===== src/rtl/twiddle_fetch_ctrl.sv =====
// Twiddle ROM read sequencer: walks every stage/butterfly of one radix-2 FFT,
// hides the ROM read latency and streams complex twiddles through a 2-entry buffer.
module twiddle_fetch_ctrl #(
   parameter int N_STAGES       = 5,
   parameter int BFLY_PER_STAGE = 16,
   parameter int ADDR_W         = 5,
   parameter int DATA_W         = 16
) (
   input  logic              clk,
   input  logic              rst,
   input  logic              start,
   output logic              busy,
   output logic              done,
   output logic [ADDR_W-1:0] rom_addr,
   input  logic [DATA_W-1:0] rom_re_data,
   input  logic [DATA_W-1:0] rom_im_data,
   output logic              tw_valid,
   input  logic              tw_ready,
   output logic [DATA_W-1:0] tw_re,
   output logic [DATA_W-1:0] tw_im,
   output logic [2:0]        tw_stage,
   output logic              tw_last
);

   localparam int BW = (BFLY_PER_STAGE > 1) ? $clog2(BFLY_PER_STAGE) : 1;
   localparam logic [2:0]    LAST_STAGE = 3'(N_STAGES - 1);
   localparam logic [BW-1:0] LAST_BFLY  = BW'(BFLY_PER_STAGE - 1);

   typedef enum logic [1:0] {
      IDLE  = 2'd0,
      RUN   = 2'd1,
      DRAIN = 2'd2,
      DONE  = 2'd3
   } state_t;

   typedef struct packed {
      logic [DATA_W-1:0] re;
      logic [DATA_W-1:0] im;
      logic [2:0]        stage;
      logic              last;
   } entry_t;

   // Stage s owns 2^s entries at base 2^s-1; butterfly k wraps within them.
   function automatic logic [ADDR_W-1:0] bfly_addr(input logic [2:0] stage, input logic [BW-1:0] bfly);
      logic [ADDR_W-1:0] base;
      base = ADDR_W'((32'd1 << stage) - 32'd1);
      return base + (ADDR_W'(bfly) & base);
   endfunction

   state_t            state_r, state_s;
   logic [2:0]        stage_r, stage_s;
   logic [BW-1:0]     bfly_r, bfly_s;
   logic [ADDR_W-1:0] rom_addr_r, addr_s;
   logic              inflight_r, tag_last_r;
   logic [2:0]        tag_stage_r;
   logic [1:0]        occ_r, occ_s;
   logic              head_vld_r, busy_r, done_r;
   entry_t            head_r, tail_r, in_s;
   logic              issue_s, pop_s, last_issue_s, room_s;
   logic [2:0]        pend_s;

   // Issue decision, counter advance and next state.
   always_comb begin
      pop_s        = head_vld_r & tw_ready;
      pend_s       = {1'b0, occ_r} + {2'b00, inflight_r} - {2'b00, pop_s};
      room_s       = (pend_s < 3'd2);
      last_issue_s = (stage_r == LAST_STAGE) && (bfly_r == LAST_BFLY);
      state_s      = state_r;
      stage_s      = stage_r;
      bfly_s       = bfly_r;
      addr_s       = rom_addr_r;
      issue_s      = 1'b0;
      case (state_r)
         IDLE: begin
            if (start) begin
               state_s = RUN;
               stage_s = 3'd0;
               bfly_s  = {BW{1'b0}};
               addr_s  = {ADDR_W{1'b0}};
            end else begin
               state_s = IDLE;
            end
         end
         RUN: begin
            if (room_s) begin
               issue_s = 1'b1;
               if (last_issue_s) begin
                  state_s = DRAIN;
               end else if (bfly_r == LAST_BFLY) begin
                  bfly_s  = {BW{1'b0}};
                  stage_s = stage_r + 3'd1;
                  addr_s  = bfly_addr(stage_r + 3'd1, {BW{1'b0}});
               end else begin
                  bfly_s  = bfly_r + {{(BW-1){1'b0}}, 1'b1};
                  addr_s  = bfly_addr(stage_r, bfly_r + {{(BW-1){1'b0}}, 1'b1});
               end
            end else begin
               issue_s = 1'b0;
            end
         end
         DRAIN: begin
            // The tagged-last entry is the only thing left once it is popped.
            if (pop_s && head_r.last) begin
               state_s = DONE;
            end else begin
               state_s = DRAIN;
            end
         end
         DONE:    state_s = IDLE;
         default: state_s = IDLE;
      endcase
   end

   // Buffer occupancy update and incoming ROM word.
   always_comb begin
      in_s = '{re: rom_re_data, im: rom_im_data, stage: tag_stage_r, last: tag_last_r};
      case ({inflight_r, pop_s})
         2'b10:   occ_s = occ_r + 2'd1;
         2'b01:   occ_s = occ_r - 2'd1;
         default: occ_s = occ_r;
      endcase
   end

   // Sequencer state, counters, ROM address and tag pipeline.
   always_ff @(posedge clk) begin
      if (rst) begin
         state_r     <= IDLE;
         stage_r     <= 3'd0;
         bfly_r      <= {BW{1'b0}};
         rom_addr_r  <= {ADDR_W{1'b0}};
         inflight_r  <= 1'b0;
         tag_stage_r <= 3'd0;
         tag_last_r  <= 1'b0;
         busy_r      <= 1'b0;
         done_r      <= 1'b0;
      end else begin
         state_r    <= state_s;
         stage_r    <= stage_s;
         bfly_r     <= bfly_s;
         rom_addr_r <= addr_s;
         inflight_r <= issue_s;
         if (issue_s) begin
            tag_stage_r <= stage_r;
            tag_last_r  <= last_issue_s;
         end
         busy_r <= (state_s == RUN) || (state_s == DRAIN);
         done_r <= (state_s == DONE);
      end
   end

   // Two-entry output buffer; head is kept in a fixed register so outputs come straight from flops.
   always_ff @(posedge clk) begin
      if (rst) begin
         head_r     <= '0;
         tail_r     <= '0;
         occ_r      <= 2'd0;
         head_vld_r <= 1'b0;
      end else begin
         case ({inflight_r, pop_s})
            2'b10: begin
               if (occ_r == 2'd0) head_r <= in_s;
               else               tail_r <= in_s;
            end
            2'b01: begin
               if (occ_r == 2'd2) head_r <= tail_r;
            end
            2'b11: begin
               if (occ_r == 2'd2) begin
                  head_r <= tail_r;
                  tail_r <= in_s;
               end else begin
                  head_r <= in_s;
               end
            end
            default: ;
         endcase
         occ_r      <= occ_s;
         head_vld_r <= (occ_s != 2'd0);
      end
   end

   assign busy     = busy_r;
   assign done     = done_r;
   assign rom_addr = rom_addr_r;
   assign tw_valid = head_vld_r;
   assign tw_re    = head_r.re;
   assign tw_im    = head_r.im;
   assign tw_stage = head_r.stage;
   assign tw_last  = head_r.last;

endmodule


===== config.mk =====
export PLATFORM = sky130hd
export DESIGN_NAME = twiddle_fetch_ctrl
export DESIGN_NICKNAME = d
export VERILOG_FILES = /design/src/rtl/twiddle_fetch_ctrl.sv
export SDC_FILE = /design/constraint.sdc
export NUM_CORES = 1
export LEC_CHECK = 0
export CAP_MARGIN = 20
export CORE_AREA = 4 4 77 132
export CTS_BUF_LIST = sky130_fd_sc_hd__clkbuf_4
export DETAILED_ROUTE_END_ITERATION = 8
export DIE_AREA = 0 0 81 136
export PLACE_DENSITY = 0.73
export SETUP_SLACK_MARGIN = 0.5
export SLEW_MARGIN = 15
export SYNTH_ARGS = -nofsm -noshare
export SYNTH_HDL_FRONTEND = slang
export SYNTH_SLANG_ARGS = --single-unit
export TNS_END_PERCENT = 5

===== constraint.sdc =====
create_clock -name clk -period 2.3 [get_ports clk]
set_input_delay 0.23 -clock clk [delete_from_list [all_inputs] [get_ports clk]]
set_output_delay 0.23 -clock clk [all_outputs]
set_load 0.01 [all_outputs]

==> flow_summary.ini <==
[run_status]
status = finished, final reports clean

[detailed_routing]
wl_um = 11440
drt-initial-drc-count = 265
vias = 4041
post_drt_wl_per_cell_um = 15.84
first_pass_iters = 5
drtAntennaViolNets = 0
via_per_inst = 5.597
drc = 0

[cts]
path_clk_slew_ps = 140
root_buffer = clkbuf_4
hold_buffers = 0
cts_tree = built
cts_buffers = 9
cts.sinks = 96
cts_buffer_depth = 2
clock_latency_ps = 450
h-tree-depth = 3

[floorplan]
core-area_sq_um = 9094
fp.dieH_um = 136
initial_core_util = 0.4784
die_width_um = 81
die-area_sq_um = 11020
num_io_pins = 80
row_count = 46

[timing]
drv_slew = 0
period_needed_ps = 2189
finalClockSkew_ps = 11.55
hold_viol_final = 0
relSlewSlack = 0.6185
setup_tns_ps = 0
worstMarginPinSlew_ps = 572.2
setup_viol = 0
clock.fmax_mhz = 456.8
fin_crit_sh = 0.9518
layout_setup_ws_ps = 110.9
rsz0062_at_grt = yes

[place]
pre_cts_ws_ps = -277.1
placed_area_sq_um = 5379
port_buffers = 79
place.gp.congestion = 0.9436
dp.cells = 705
dp_hpwl_um = 8020

[critical_path]
slowest_stage = fa_2
crit_fanout = 13
crit_chain = nand2_4 -> xnor2_2 -> nand2_2 -> fa_2 -> xnor2_4 -> nand3_4 -> buf_6 -> a2111oi_2 -> a221o_1
critPathBufInv = 1
cp.arrival_ps = 2590
crit_required_ps = 2700
end_kind = flip-flop
rr_worst_depth = 9
critPathLaunchType = flip-flop
critPathTopFamily = compound AO/OA/AOI/OAI gates
path_depth = 9
worstSetupPathType = reg -> reg
slowest_delay_ps = 410

[final_layout]
fin_nets = 649
stdcell_area_sq_um = 5683
num-fill-cells = 869
layout.cells.non_filler = 722
drive_gt1_frac = 0.1346
area_growth_pct = 30.63
antenna_cells = 0

[synth]
syn_area_sq_um = 4350
synth-seq-cells = 96
synth_commonest_cells = dfxtp_1 (96), nand2_1 (91), nor2_1 (56), a21oi_1 (55), a211oi_1 (37)
synthCells = 517
synth_area_leaders = dfxtp_1 (44%), nand2_1 (7.9%), a211oi_1 (6.4%)
synth_async_sr_flop_share = 0
synth_most_common_cell = dfxtp_1
synth_top_area_share = 0.4418
ys_warn_count = 0
synth_edf_count = 0
syn_nets = 569
synth.distinct_cells = 52
synth_top_area_cell = dfxtp_1
ys_seq_area_frac = 0.4418
avgSynthCellArea_sq_um = 8.415
synthFlopType = dfxtp_1

[worst_hold_path]
holdPathStages = 2
min_path_type = in -> reg

[power_and_ir_drop]
ir_worst_vdd_mv = 0.4739
p_leak_nw = 2.029
p_per_area_nw_per_um2 = 879.4

[grt]
grt_pass1_vias = 4025
grt_use_total = 0.2154
grt_max_degree = 71
antenna_found_initial = 0
grt_pass1_wl_um = 18590
grt-ovfl-total = 0

[job]
max_cap_viol_count = 0
## through the flow
stage	utilization	power, mW	hold WS, ps
global placement	0.5915	3.904	441.3
CTS	0.6127	4.961	211.3
floorplan	-	3.127	366.0
global route	0.6249	5.311	219.9
detailed placement	0.5915	3.955	446.0
finish	0.6249	4.997	263.5
## placed cells by master (no fill, tap or decap), types with 3 or more instances in the layout
cell | Yosys | layout
a211oi_1 | 37 | 37
a21oi_1 | 55 | 52
a21oi_2 | 0 | 3
a22oi_1 | 36 | 36
and3_1 | 3 | 3
buf_12 | 0 | 5
buf_4 | 3 | 17
clkbuf_4 | 0 | 10
clkdlybuf4s50_1 | 0 | 78
dfxtp_1 | 96 | 93
ha_1 | 15 | 11
ha_2 | 0 | 3
inv_1 | 10 | 9
nand2_1 | 91 | 89
nand2_2 | 2 | 3
nand2b_1 | 4 | 4
nand3_1 | 7 | 6
nor2_1 | 56 | 53
nor2b_1 | 5 | 5
nor3_1 | 7 | 5
o21a_1 | 5 | 5
o21ai_1 | 3 | 4
xnor2_1 | 5 | 4
xor2_1 | 5 | 5
## layer usage
metal | track usage | vias up | part of all wire
met2 | 0.3898 | 114 | 0.55
li1 | - | 1984 | -
met5 | 0 | - | 0
met3 | 0.04642 | 32 | 0.046
met4 | 0.1053 | 0 | 0.041
met1 | 0.2297 | 1911 | 0.36
## power breakdown
group / internal (mW) / switching (mW)
Combinational: 0.952 / 0.939
Clock: 0.448 / 0.548
Sequential: 1.93 / 0.181
Total: 3.33 / 1.67
## kinds of logic (layout without fill, tap and decap cells)
group           Yosys count  after routing  share of synthesized area
xor+xnor                 12             12                    0.02761
compound gates          157            157                     0.2387
buf+inv                  46            131                    0.05004
flops                    96             96                     0.4418
fa+ha+maj                16             16                    0.04774
simple gates            190            190                     0.1941
## sequential cells by signal, indices dropped and copies added (netlist names), 3 cells and up
register and cells:
bfly_r 4, rom_addr 5, stage_r 3, tag_stage_r 3
tail_r 36, tw_im 16, tw_re 16, tw_stage 3
## cell type report
type / count / area [sq um] / share of cell area
Inverter: 10 / 37.54 / 0.006605
Timing Repair Buffer: 105 / 1066 / 0.1876
Clock inverter: 6 / 83.83 / 0.01475
Multi-Input combinational cell: 375 / 2342 / 0.4122
Tap cell: 120 / 150.1 / 0.02642
Sequential cell: 96 / 1928 / 0.3393
Clock buffer: 10 / 75.07 / 0.01321
## final timing paths
check                          start                        to  slack, ps
max reg2reg      tw_valid$_SDFF_PP0_  rom_addr[3]$_SDFFE_PP0P_        110
min                              rst       occ_r[0]$_SDFF_PP0_        260
min reg2reg  tail_r[13]$_SDFFE_PP0P_   tail_r[13]$_SDFFE_PP0P_        460
max              tw_valid$_SDFF_PP0_  rom_addr[3]$_SDFFE_PP0P_        110
## what timing repair did
action / CTS / global route
endpoints found under the hold margin: 0 / 0
cloned: 0 / 0
gates resized for setup: 8 / 28
pin swaps: 0 / 13
endpoints found under the setup margin: 30 / 93
buffers inserted: 0 / 1
Power figures use the tool's default switching activity.
